--- config.mk ---
export PLATFORM = sky130hd
export DESIGN_NAME = hsv_blob_tracker
export DESIGN_NICKNAME = d
export VERILOG_FILES = /design/src/rtl/hsv_pkg.sv /design/src/rtl/hsv_match.sv /design/src/rtl/hsv_blob_tracker.sv
export SDC_FILE = /design/constraint.sdc
export NUM_CORES = 1
export LEC_CHECK = 0
export ABC_AREA = 1
export CAP_MARGIN = 0
export CORE_ASPECT_RATIO = 0.8
export CORE_MARGIN = 1.5
export CORE_UTILIZATION = 40
export DETAILED_ROUTE_END_ITERATION = 10
export PLACE_DENSITY = 0.63
export SYNTH_ARGS = -nofsm -noshare
export SYNTH_HDL_FRONTEND = slang
export SYNTH_HIERARCHICAL = 1
export SYNTH_SLANG_ARGS = --single-unit
--- constraint.sdc ---
create_clock -name i_clk -period 4.39 [get_ports i_clk]
set_input_delay 0.878 -clock i_clk [delete_from_list [all_inputs] [get_ports i_clk]]
set_output_delay 0.878 -clock i_clk [all_outputs]
set_load 0.02 [all_outputs]
--- src/rtl/hsv_pkg.sv ---
// Shared types and constants for the HSV colour tracking blocks.
package hsv_pkg;

  localparam int CH_W = 8;

  typedef enum logic [1:0] {
    IDLE   = 2'd0,
    ACTIVE = 2'd1,
    DONE   = 2'd2
  } state_e;

  // Default thresholds select saturated, reasonably bright red.
  localparam logic [CH_W-1:0] H_LO  = 8'd240;
  localparam logic [CH_W-1:0] H_HI  = 8'd10;
  localparam logic [CH_W-1:0] S_MIN = 8'd100;
  localparam logic [CH_W-1:0] V_MIN = 8'd60;

endpackage

--- src/rtl/hsv_match.sv ---
// Combinational HSV window test; a hue window with lo > hi wraps through 0.
module hsv_match
  import hsv_pkg::*;
(
  input  logic [CH_W-1:0] h,
  input  logic [CH_W-1:0] s,
  input  logic [CH_W-1:0] v,
  input  logic [CH_W-1:0] h_lo,
  input  logic [CH_W-1:0] h_hi,
  input  logic [CH_W-1:0] s_min,
  input  logic [CH_W-1:0] v_min,
  output logic            match
);

  logic hue_in;

  always_comb begin
    if (h_lo <= h_hi) hue_in = (h >= h_lo) && (h <= h_hi);
    else              hue_in = (h >= h_lo) || (h <= h_hi);
    match = hue_in && (s >= s_min) && (v >= v_min);
  end

endmodule

--- src/rtl/hsv_blob_tracker.sv ---
// Per-pixel HSV mask plus per-frame matching-pixel count and bounding box.
// Stream: a pixel is accepted on every cycle with i_valid=1 (no back-pressure).
module hsv_blob_tracker
  import hsv_pkg::*;
#(
  parameter  int WIDTH      = 640,
  parameter  int HEIGHT     = 480,
  parameter  int MIN_PIXELS = 64,
  localparam int XW         = $clog2(WIDTH),
  localparam int YW         = $clog2(HEIGHT),
  localparam int CW         = $clog2(WIDTH*HEIGHT+1)
) (
  input  logic            i_clk,
  input  logic            i_rst_n,
  input  logic            i_valid,
  input  logic            i_sof,
  input  logic [CH_W-1:0] i_H,
  input  logic [CH_W-1:0] i_S,
  input  logic [CH_W-1:0] i_V,
  input  logic [CH_W-1:0] i_h_lo,
  input  logic [CH_W-1:0] i_h_hi,
  input  logic [CH_W-1:0] i_s_min,
  input  logic [CH_W-1:0] i_v_min,
  output logic            o_mask,
  output logic            o_mask_valid,
  output logic [XW-1:0]   o_x_min,
  output logic [XW-1:0]   o_x_max,
  output logic [YW-1:0]   o_y_min,
  output logic [YW-1:0]   o_y_max,
  output logic [CW-1:0]   o_pix_count,
  output logic            o_found,
  output logic            o_box_valid,
  output logic            o_frame_err,
  output state_e          o_state
);

  localparam logic [XW-1:0] X_LAST = XW'(WIDTH-1);
  localparam logic [YW-1:0] Y_LAST = YW'(HEIGHT-1);
  localparam logic [CW-1:0] MIN_C  = CW'(MIN_PIXELS);

  state_e          state_q, state_d;
  logic [CH_W-1:0] sh_h_lo, sh_h_hi, sh_s_min, sh_v_min;
  logic [CH_W-1:0] eff_h_lo, eff_h_hi, eff_s_min, eff_v_min;
  logic            sof_px, match, last_px;
  logic [XW-1:0]   x_q, cur_x;
  logic [YW-1:0]   y_q, cur_y;
  logic            init_acc, acc_en, publish, abort;
  logic [CW-1:0]   cnt;
  logic [XW-1:0]   acc_x_min, acc_x_max;
  logic [YW-1:0]   acc_y_min, acc_y_max;

  assign sof_px = i_valid && i_sof;

  // The sof pixel is classified with the thresholds it is delivering.
  assign eff_h_lo  = sof_px ? i_h_lo  : sh_h_lo;
  assign eff_h_hi  = sof_px ? i_h_hi  : sh_h_hi;
  assign eff_s_min = sof_px ? i_s_min : sh_s_min;
  assign eff_v_min = sof_px ? i_v_min : sh_v_min;

  hsv_match u_match (
    .h     (i_H),
    .s     (i_S),
    .v     (i_V),
    .h_lo  (eff_h_lo),
    .h_hi  (eff_h_hi),
    .s_min (eff_s_min),
    .v_min (eff_v_min),
    .match (match)
  );

  always_ff @(posedge i_clk or negedge i_rst_n) begin
    if (!i_rst_n) begin
      sh_h_lo  <= '0;
      sh_h_hi  <= '0;
      sh_s_min <= '0;
      sh_v_min <= '0;
    end else if (sof_px) begin
      sh_h_lo  <= i_h_lo;
      sh_h_hi  <= i_h_hi;
      sh_s_min <= i_s_min;
      sh_v_min <= i_v_min;
    end
  end

  always_ff @(posedge i_clk or negedge i_rst_n) begin
    if (!i_rst_n) begin
      o_mask       <= 1'b0;
      o_mask_valid <= 1'b0;
    end else begin
      o_mask       <= i_valid && match;
      o_mask_valid <= i_valid;
    end
  end

  // x_q/y_q hold the position the next non-sof pixel will take.
  assign cur_x   = i_sof ? '0 : x_q;
  assign cur_y   = i_sof ? '0 : y_q;
  assign last_px = (cur_x == X_LAST) && (cur_y == Y_LAST);

  always_ff @(posedge i_clk or negedge i_rst_n) begin
    if (!i_rst_n) begin
      x_q <= '0;
      y_q <= '0;
    end else if (i_valid) begin
      if (cur_x == X_LAST) begin
        x_q <= '0;
        y_q <= (cur_y == Y_LAST) ? '0 : cur_y + YW'(1);
      end else begin
        x_q <= cur_x + XW'(1);
        y_q <= cur_y;
      end
    end
  end

  always_ff @(posedge i_clk or negedge i_rst_n) begin
    if (!i_rst_n) state_q <= IDLE;
    else          state_q <= state_d;
  end

  always_comb begin
    state_d  = state_q;
    init_acc = 1'b0;
    acc_en   = 1'b0;
    publish  = 1'b0;
    abort    = 1'b0;
    case (state_q)
      IDLE: begin
        if (sof_px) begin
          state_d  = ACTIVE;
          init_acc = 1'b1;
        end
      end
      ACTIVE: begin
        if (sof_px) begin
          abort    = 1'b1;
          init_acc = 1'b1;
        end else if (i_valid) begin
          acc_en = 1'b1;
          if (last_px) state_d = DONE;
        end
      end
      DONE: begin
        publish = 1'b1;
        if (sof_px) begin
          state_d  = ACTIVE;
          init_acc = 1'b1;
        end else begin
          state_d = IDLE;
        end
      end
      default: state_d = IDLE;
    endcase
  end

  assign o_state = state_q;

  // An empty frame keeps inverted bounds so the first match sets all four.
  always_ff @(posedge i_clk or negedge i_rst_n) begin
    if (!i_rst_n) begin
      cnt       <= '0;
      acc_x_min <= '0;
      acc_x_max <= '0;
      acc_y_min <= '0;
      acc_y_max <= '0;
    end else if (init_acc) begin
      if (match) begin
        cnt       <= CW'(1);
        acc_x_min <= '0;
        acc_x_max <= '0;
        acc_y_min <= '0;
        acc_y_max <= '0;
      end else begin
        cnt       <= '0;
        acc_x_min <= X_LAST;
        acc_x_max <= '0;
        acc_y_min <= Y_LAST;
        acc_y_max <= '0;
      end
    end else if (acc_en && match) begin
      cnt <= cnt + CW'(1);
      if (cur_x < acc_x_min) acc_x_min <= cur_x;
      if (cur_x > acc_x_max) acc_x_max <= cur_x;
      if (cur_y < acc_y_min) acc_y_min <= cur_y;
      if (cur_y > acc_y_max) acc_y_max <= cur_y;
    end
  end

  always_ff @(posedge i_clk or negedge i_rst_n) begin
    if (!i_rst_n) begin
      o_x_min     <= '0;
      o_x_max     <= '0;
      o_y_min     <= '0;
      o_y_max     <= '0;
      o_pix_count <= '0;
      o_found     <= 1'b0;
      o_box_valid <= 1'b0;
      o_frame_err <= 1'b0;
    end else begin
      o_box_valid <= publish;
      o_frame_err <= abort;
      if (publish) begin
        o_pix_count <= cnt;
        o_found     <= (cnt >= MIN_C);
        if (cnt == '0) begin
          o_x_min <= '0;
          o_x_max <= '0;
          o_y_min <= '0;
          o_y_max <= '0;
        end else begin
          o_x_min <= acc_x_min;
          o_x_max <= acc_x_max;
          o_y_min <= acc_y_min;
          o_y_max <= acc_y_max;
        end
      end
    end
  end

endmodule

Word-level counts from Yosys, hierarchy flattened --
Cells that the tools add are included.
Operators by class: $add $sub $neg 3, magnitude comparators 10, equal/unequal tests 8, mux-type cells 44, reduce and logical (&&, ||, !) cells 21
Operators with widths (count):
- 10-bit 2-to-1 mux | 11
- 9-bit 2-to-1 mux | 12
- 19-bit 2-to-1 mux | 2
- 8-bit 2-to-1 mux | 4
- 8-bit >= comparator | 3
- 19-bit by 1-bit adder with 19-bit output (second input constant) | 1
- 19-bit by 7-bit >= comparator with 1-bit output (second input constant) | 1
- 19-bit zero test | 1
- 8-bit less-or-equal comparator | 2
- 10-bit by 1-bit adder with 10-bit output (second input constant) | 1
- 10-bit == test (second input constant) | 1
- 10-bit > comparator | 1
- 10-bit < comparator | 1
- 1-bit 2-to-1 mux | 10
- 2-bit nonzero test | 5
- 9-bit by 1-bit adder with 9-bit output (second input constant) | 1
- 9-bit == test (second input constant) | 1
- 9-bit > comparator | 1
- 9-bit < comparator | 1
- 2-bit 2-to-1 mux | 4
- 2-bit != test (second input constant) | 4
- 2-bit AND reduction | 4
- 1-bit logical AND | 7
- 2-bit case mux with 3 select lines | 1
- other kinds (6) | 6
Storage, ports and cells: register bits 172, input bits 60, output and inout port bits 64, logic and storage cells 108

Longest topological paths before layout --
Gate-level depths: netlist (run 1).
word-level depth 10, gate-level depth with buffers 28, depth with buffers taken out 26

By module --
Netlist (run 1), hierarchy kept.
By module, submodules not included:
- hsv_blob_tracker | times used 1, cells an instance 1107, area each 8672.1 µm², seq. area each 4304.1 µm²
- hsv_match | times used 1, cells an instance 167, area each 1049.8 µm², seq. area each 0.0 µm²

Worst setup path before layout (run 1) --
No wires, ideal clock.
path kind input -> register, from input port i_sof, to register cnt[14], setup time 119 ps, arrival 3596 ps, required time 4271 ps, slack 675 ps, stages 25, path buffers 2, cells stage by stage buf_6 nand2_2 inv_4 clkbuf_1 nand2_1 nand2_1 inv_1 ha_1 nand2_2 nor2_4 nand4_1 nand3_1 nor2_1 nor2_1 nand2_1 nor2_2 nand2_1 nor3_4 inv_2 nor2_4 nand2_2 nor3_2 nand3_1 nand2_1 nor2_1
On the way: cells in the longest elaborated chain, start to end 9, elaborated cells on any way between the ends 22, those cells by class 5 x order compare; 10 x mux; 7 x reduce/logical
RTL lines:
- start: declaration | line hsv_blob_tracker.sv:16 | input logic i_sof,
- 1-bit logical AND * | line hsv_blob_tracker.sv:52 | assign sof_px = i_valid && i_sof;
- 8-bit 2-to-1 mux *
- via eff_h_lo[6] | line hsv_blob_tracker.sv:43 | logic [CH_W-1:0] eff_h_lo, eff_h_hi, eff_s_min, eff_v_min;
- 8-bit >= comparator | line hsv_match.sv:18, hsv_match.sv:19
- 1-bit logical OR / 1-bit logical AND (equally long branches) | line hsv_match.sv:19, hsv_match.sv:18
- 1-bit 2-to-1 mux * | line hsv_match.sv:18 | if (h_lo <= h_hi) hue_in = (h >= h_lo) && (h <= h_hi);
- 1-bit logical AND * (2 in a row) | line hsv_match.sv:20 | match = hue_in && (s >= s_min) && (v >= v_min);
- via match | line hsv_blob_tracker.sv:44 | logic sof_px, match, last_px;
- 1-bit logical AND * | line hsv_blob_tracker.sv:179 | end else if (acc_en && match) begin
- 2-bit nonzero test (no line) *
- end signal: assignment | line hsv_blob_tracker.sv:180 | cnt <= cnt + CW'(1);
- end: declaration | line hsv_blob_tracker.sv:48 | logic [CW-1:0] cnt;
Mark *: on every way through the listed nets, which the timed path passes. The rest lies on a longest branch. A chain may end at the register's enable or synchronous reset.

Worst setup path after layout (run 1) --
from input port i_valid, to register acc_x_max[3]
On the way: elaborated cells on any way between the ends 25, those cells by class 5 x order compare; 11 x mux; 9 x reduce/logical
RTL lines:
- start: declaration | line hsv_blob_tracker.sv:15 | input logic i_valid,
- 1-bit logical AND | line hsv_blob_tracker.sv:52
- 8-bit 2-to-1 mux
- via eff_s_min[6] | line hsv_blob_tracker.sv:43
- 8-bit >= comparator | line hsv_match.sv:20
- 1-bit logical AND (2 in a row) | line hsv_match.sv:20
- via match | line hsv_blob_tracker.sv:44
- 1-bit logical AND | line hsv_blob_tracker.sv:179
- 2-bit nonzero test (no line)
- 2-bit AND reduction (no line)
- end signal: assignment | line hsv_blob_tracker.sv:182 | if (cur_x > acc_x_max) acc_x_max <= cur_x;
- end: declaration | line hsv_blob_tracker.sv:49 | logic [XW-1:0] acc_x_min, acc_x_max;
The timed path passes the listed nets, and every way through them passes these cells.

==> results of run 1 <==
==> placed cells by master, fill, tap and decap left out, drive strengths merged, types with 3 or more instances in the layout <==
cell type	instances
a211oi	3
nand4	23
clkdlybuf4s50	122
a31oi	4
buf	19
or2	3
a21oi	28
inv	156
o22ai	3
clkinv	3
clkbuf	18
nand3	125
clkinvlp	3
nand2	465
dfrtp	172
nor4	4
xor2	11
a21o	3
o21ai	52
o21bai	4
ha	72
nor2	75
nor3	28
==> layer usage <==
layer  up-vias  global-route usage [%]  share of wire (%)
li1       4322                       -                  -
met4         0                    5.66                1.2
met5         -                       0                  0
met1      4009                    30.3                 50
met2       235                    31.6                 43
met3        27                    4.25                6.4
==> cell type report <==
cell class | instances | area (sq um) | area share [%]
multi-input cells | 911 | 4680 | 39.3
flip-flops and latches | 172 | 4300 | 36.1
repair buffers | 141 | 1410 | 11.8
inverters | 149 | 562 | 4.71
clock buffers | 18 | 429 | 3.60
well taps | 312 | 390 | 3.27
clock inverters | 14 | 154 | 1.29
==> final timing paths <==
path	start	endpoint	slack [ps]	cells past startpoint
min reg2reg	o_state[1]	o_state[1]	460	1
min in group i_clk	o_state[1]	o_state[1]	460	1
max	i_valid	acc_x_max[3]	530	23
max in group asynchronous	i_rst_n	o_x_max[4]	2960	2
min	i_rst_n	cnt[15]	440	1
max reg2reg	sh_h_lo[3]	acc_x_max[3]	1520	22
==> registers in the layout, summed over array words and instances (netlist names), 9 cells and up <==
register / count
acc_y_min: 9
o_pix_count: 19
acc_x_max: 10
cnt: 19
acc_x_min: 10
o_y_max: 9
acc_y_max: 9
y_q: 9
o_y_min: 9
o_x_max: 10
o_x_min: 10
x_q: 10
==> worst max-delay path: cells and delay by family <==
kind | cells | cell delay [ps]
fa+ha+maj | 1 | 260
simple gates | 16 | 1770
compound gates | 1 | 190
buf+inv | 5 | 1150
==> logic make-up after synthesis <==
group | share of synthesized area (%)
and+or+nand+nor | 31.8
DFF | 44.3
buffers and inverters | 7.73
AOI/OAI and AO/OA | 5.92
adders and majority gates | 9.27
xor gates and xnor gates | 0.991
==> power groups by stage <==
stage                     Clock, uW  Sequential (uW)  Combinational (uW)
after detailed placement          0             1760                 708
final                          1540             1730                 708
after global routing           1630             1740                 820
after CTS                      1570             1720                 713
after floorplan                   0             1750                 454
after global placement            0             1760                 695
==> per-stage QoR <==
step | utilization (%) | hold slack (ps) | setup slack, ps | total power, uW | instance area [sq um]
after floorplan | - | 445 | 675 | 2200 | 9720
after global placement | 48.0 | 451 | 185 | 2450 | 11300
after detailed placement | 48.0 | 447 | 87.4 | 2460 | 11300
after CTS | 50.4 | 458 | 542 | 4010 | 11900
after global routing | 50.4 | 485 | 137 | 4190 | 11900
final | 50.4 | 442 | 529 | 3970 | 11900
==> results.json, run 1 <==
{
  "p_int_uw": 2740,
  "slew_headroom_pct": 31.7,
  "wirelength_um": 25000,
  "start_util_pct": 41.1,
  "final_hold_viol_count": 0,
  "syn_avg_cell_area_sq_um": 7.63,
  "finalCriticalPeriod_ps": 3860,
  "grt_pass1_vias": 8278,
  "pin_count": 124,
  "drive_gt1_share_pct": 5.98,
  "cpPeakStageDelay_ps": 500,
  "max_clock_freq_mhz": 259,
  "finalSetupViolCount": 0,
  "async_reset_ff_share_pct": 100,
  "cp.required_ps": 4760,
  "fin_cells": 1717,
  "powerDensity_nw_per_um2": 333,
  "synth.distinct_cells": 41,
  "slew_viol_final": 0,
  "cts_resized": 0,
  "finClkSkew_ps": 11.0,
  "cts_tree": "yes",
  "cp_common_cell": "nand2_1",
  "status": "complete, no violations",
  "path_clk_slew_ps": 80,
  "synth-seq-cells": 172,
  "switching_power_uw": 1230,
  "yosysWarningCount": 6,
  "drc": 0,
  "cts_hold_buf": 0,
  "cts_buffers": 17,
  "cp.arrival_ps": 4230,
  "postCtsSetupRepairBufs": 0,
  "path_max_fanout": 25,
  "synthFlopType": "dfrtp_1",
  "first_pass_iters": 5,
  "globalplace.congestion": 0.887,
  "num_vias": 8593,
  "post_drt_wl_per_cell_um": 14.5,
  "rsz0062_at_grt": "false",
  "drt_iter0_markers": 601,
  "swShare_pct": 31.1,
  "leakage_uw": 0.00609,
  "coreArea_sq_um": 23600,
  "yosysSeqAreaShare_pct": 44.3,
  "ir_drop_mv": 0.219,
  "yosys-top-cells-count": "nand2_1, dfrtp_1, inv_1",
  "finalSetupTns_ps": 0,
  "cts_max_level": 4,
  "die_area_sq_um": 25300,
  "yosysTopAreaCell": "dfrtp_1",
  "critPathLaunchType": "input pin",
  "synth_cells": 1274,
  "grt_overflow_total": 0,
  "cpMaxStageDelayCell": "clkdlybuf4s50_1",
  "synth_nets": 1406,
  "tightest_slew_ps": 1020,
  "ant_nets": 0,
  "syn_area_sq_um": 9720,
  "end_kind": "flop",
  "row_count": 50,
  "dieWidth_um": 177,
  "grt_usage_pct": 20.9,
  "clkPwrFrac_pct": 38.7,
  "die_h_um": 142,
  "detailed_place_hpwl_um": 18000,
  "power_frac_seq_pct": 43.5,
  "cp_cell_sequence": "clkdlybuf4s50_1, nand2_2, inv_4, buf_4, nand2_1, nand2_1, inv_1, ha_1, nand2_1, o21a_1, nand2_1, nor2_1, nor2_1, nand2_1, nor2_2, nand2_1, nor3_4, inv_2, nor2_1, nand2_1, nand2_1, nand2_1, nand2_1",
  "antenna_found_initial": 0,
  "nets": 1524,
  "synthTopCellsByArea": "dfrtp_1, nand2_1, ha_1",
  "hp-class": "in2async",
  "synth.most_common_cell": "nand2_1",
  "clk-insertion-delay-late_ps": 440,
  "max_cap_viol_count": 0,
  "grt_max_degree": 70,
  "num_antenna_cells": 0,
  "nFillCells": 2301,
  "via_per_inst": 5.00,
  "synth_edf_count": 0,
  "synth_top_area_share_pct": 44.3,
  "place_inst": 1685,
  "port_buffers": 123,
  "clockBufferDepth": 2,
  "path_class": "in2reg",
  "root_buffer": "clkbuf_16",
  "combinationalPowerShare_pct": 17.8,
  "fin_crit_sh_pct": 88.0,
  "cts_sinks": 172,
  "area_delta_synth_final_pct": 22.7,
  "grt_pass1_wl_um": 41900
}
Note: power is estimated with default switching activity, not from simulation.
==> inputs of run 2 (changes only) <==
Settings changed: CORE_MARGIN 1.5 to 10, PLACE_DENSITY 0.63 to unset.
==> run 2 against run 1 <==
Global-route usage shrank 4.2 points. Combinational power hardly changed. Setup slack improved by 17 ps. First-iteration DRC count rose by 11%. Sequential share of layout area barely moved. Critical path type unchanged. Largest cell class unchanged.
==> results.json, run 2 (synthesis results as in run 1) <==
{
  "end_kind": "flop",
  "slew_viol_final": 0,
  "path_class": "in2reg",
  "row_count": 50,
  "path_max_fanout": 31,
  "ant_nets": 0,
  "cts_tree": "yes",
  "first_pass_iters": 7,
  "design_area_sq_um": 11900,
  "root_buffer": "clkbuf_16",
  "regArea_sq_um": 4300,
  "fin_crit_sh_pct": 87.6,
  "path_clk_slew_ps": 80,
  "status": "complete, no violations",
  "via_per_inst": 5.00,
  "port_buffers": 123,
  "dieWidth_um": 194,
  "grt_pass1_vias": 8363,
  "area_delta_synth_final_pct": 22.7,
  "reg2reg_slack_ps": 1590,
  "hp-class": "in2async",
  "finClkSkew_ps": 12.7,
  "finalSetupViolCount": 0,
  "clk-insertion-delay-late_ps": 430,
  "grt_pass1_wl_um": 43300,
  "power_frac_seq_pct": 44.4,
  "leakage_uw": 0.00609,
  "p_int_uw": 2680,
  "nFillCells": 2320,
  "cts_max_level": 4,
  "final_common_cell": "nand2_1",
  "cts_buffers": 17,
  "powerDensity_nw_per_um2": 326,
  "grt_overflow_total": 0,
  "post_drt_wl_per_cell_um": 15.1,
  "num_antenna_cells": 0,
  "multi_input_area_sq_um": 4680,
  "dpl-instance-area_sq_um": 11400,
  "ir_drop_mv": 0.251,
  "grt_usage_pct": 16.7,
  "num_vias": 8595,
  "combinationalPowerShare_pct": 18.3,
  "nets": 1527,
  "grt_max_degree": 111,
  "rsz0062_at_grt": "false",
  "wirelength_um": 25900,
  "antenna_found_initial": 0,
  "final_hold_viol_count": 0,
  "pin_count": 124,
  "die_h_um": 159,
  "die_area_sq_um": 31000,
  "mostFrequentLayoutCells": "nand2_1, dfrtp_1, inv_1",
  "coreArea_sq_um": 23600,
  "clockBufferDepth": 2,
  "critPathLaunchType": "input pin",
  "switching_power_uw": 1210,
  "detailed_place_hpwl_um": 19100,
  "cts_hold_buf": 0,
  "clkPwrFrac_pct": 37.3,
  "globalplace.congestion": 0.893,
  "reg.largest.list": "cnt: 19 flops, o_pix_count: 19 flops",
  "swShare_pct": 31.1,
  "slew_headroom_pct": 37.7,
  "max_cap_viol_count": 0,
  "cts_resized": 0,
  "drive_gt1_share_pct": 6.25,
  "cts_sinks": 172,
  "tightest_slew_ps": 935,
  "cp.required_ps": 4700,
  "finalCriticalPeriod_ps": 3840,
  "drt_iter0_markers": 666,
  "start_util_pct": 41.1,
  "drc": 0,
  "postCtsSetupRepairBufs": 0,
  "post-route-util_pct": 50.4,
  "finalSetupTns_ps": 0,
  "cp.arrival_ps": 4150,
  "power_uw": 3880,
  "max_clock_freq_mhz": 260
}
==> run 2: path summary, 6_finish.rpt <==
kind / startpoint / to / depth (start not counted)
min in group i_clk: o_state[1] / o_state[1] / 1
max: i_sof / cnt[7] / 25
max in group asynchronous: i_rst_n / x_q[9] / 2
min reg2reg: o_state[1] / o_state[1] / 1
min: i_rst_n / o_pix_count[11] / 1
max reg2reg: sh_h_lo[3] / cnt[7] / 22
==> run 2: cell type report <==
class                           instances  area share, %
Multi-Input combinational cell        911           39.3
Clock inverter                         15           1.12
Inverter                              149           4.71
Clock buffer                           17           3.57
Timing Repair Buffer                  144           12.0
Sequential cell                       172           36.1
Tap cell                              312           3.27
==> run 2: metal layers <==
layer	global-route usage [%]	share of wire, %
met1	23.9	51
met2	24.3	41
met3	4.60	6.6
met4	3.67	0.94
met5	0	0
==> run 2: worst max-delay path: stages <==
cell and delay (ps):
clkdlybuf4s50_1 490, nand2_2 100, inv_4 270, nand2_1 80, nand2_1 120, inv_1 60, ha_1 280, nand2_1 60
inv_1 100, nand2_1 60, nand2_1 70, nand2_1 60, nand3_1 80, nor2_1 50, nor2_1 80, nand2_1 60
nor2_2 90, nand2_1 120, nor3_4 260, buf_4 200, nand3_1 90, inv_1 110, nand2_1 100, o21ai_0 200
a21oi_1 70
==> run 2: power by group through the flow <==
stage / logic [uW] / registers (uW) / clock network, uW
after floorplan: 454 / 1750 / 0
after global placement: 700 / 1750 / 0
after detailed placement: 712 / 1760 / 0
after CTS: 717 / 1730 / 1480
after global routing: 825 / 1740 / 1550
final: 710 / 1730 / 1450
==> run 2: stage by stage <==
step	cells	hold WS, ps	setup WS [ps]
floorplan	1274	445	675
global placement	1688	458	185
detailed placement	1688	449	73.3
CTS	1720	428	523
global route	1720	454	132
finish	1720	408	546
==> inputs of run 3 (changes only) <==
Settings changed: ABC_CLOCK_PERIOD_IN_PS set to 4390.
==> results of run 3 <==
Same layout as run 2: the final DEF is identical, and so are final timing and power.
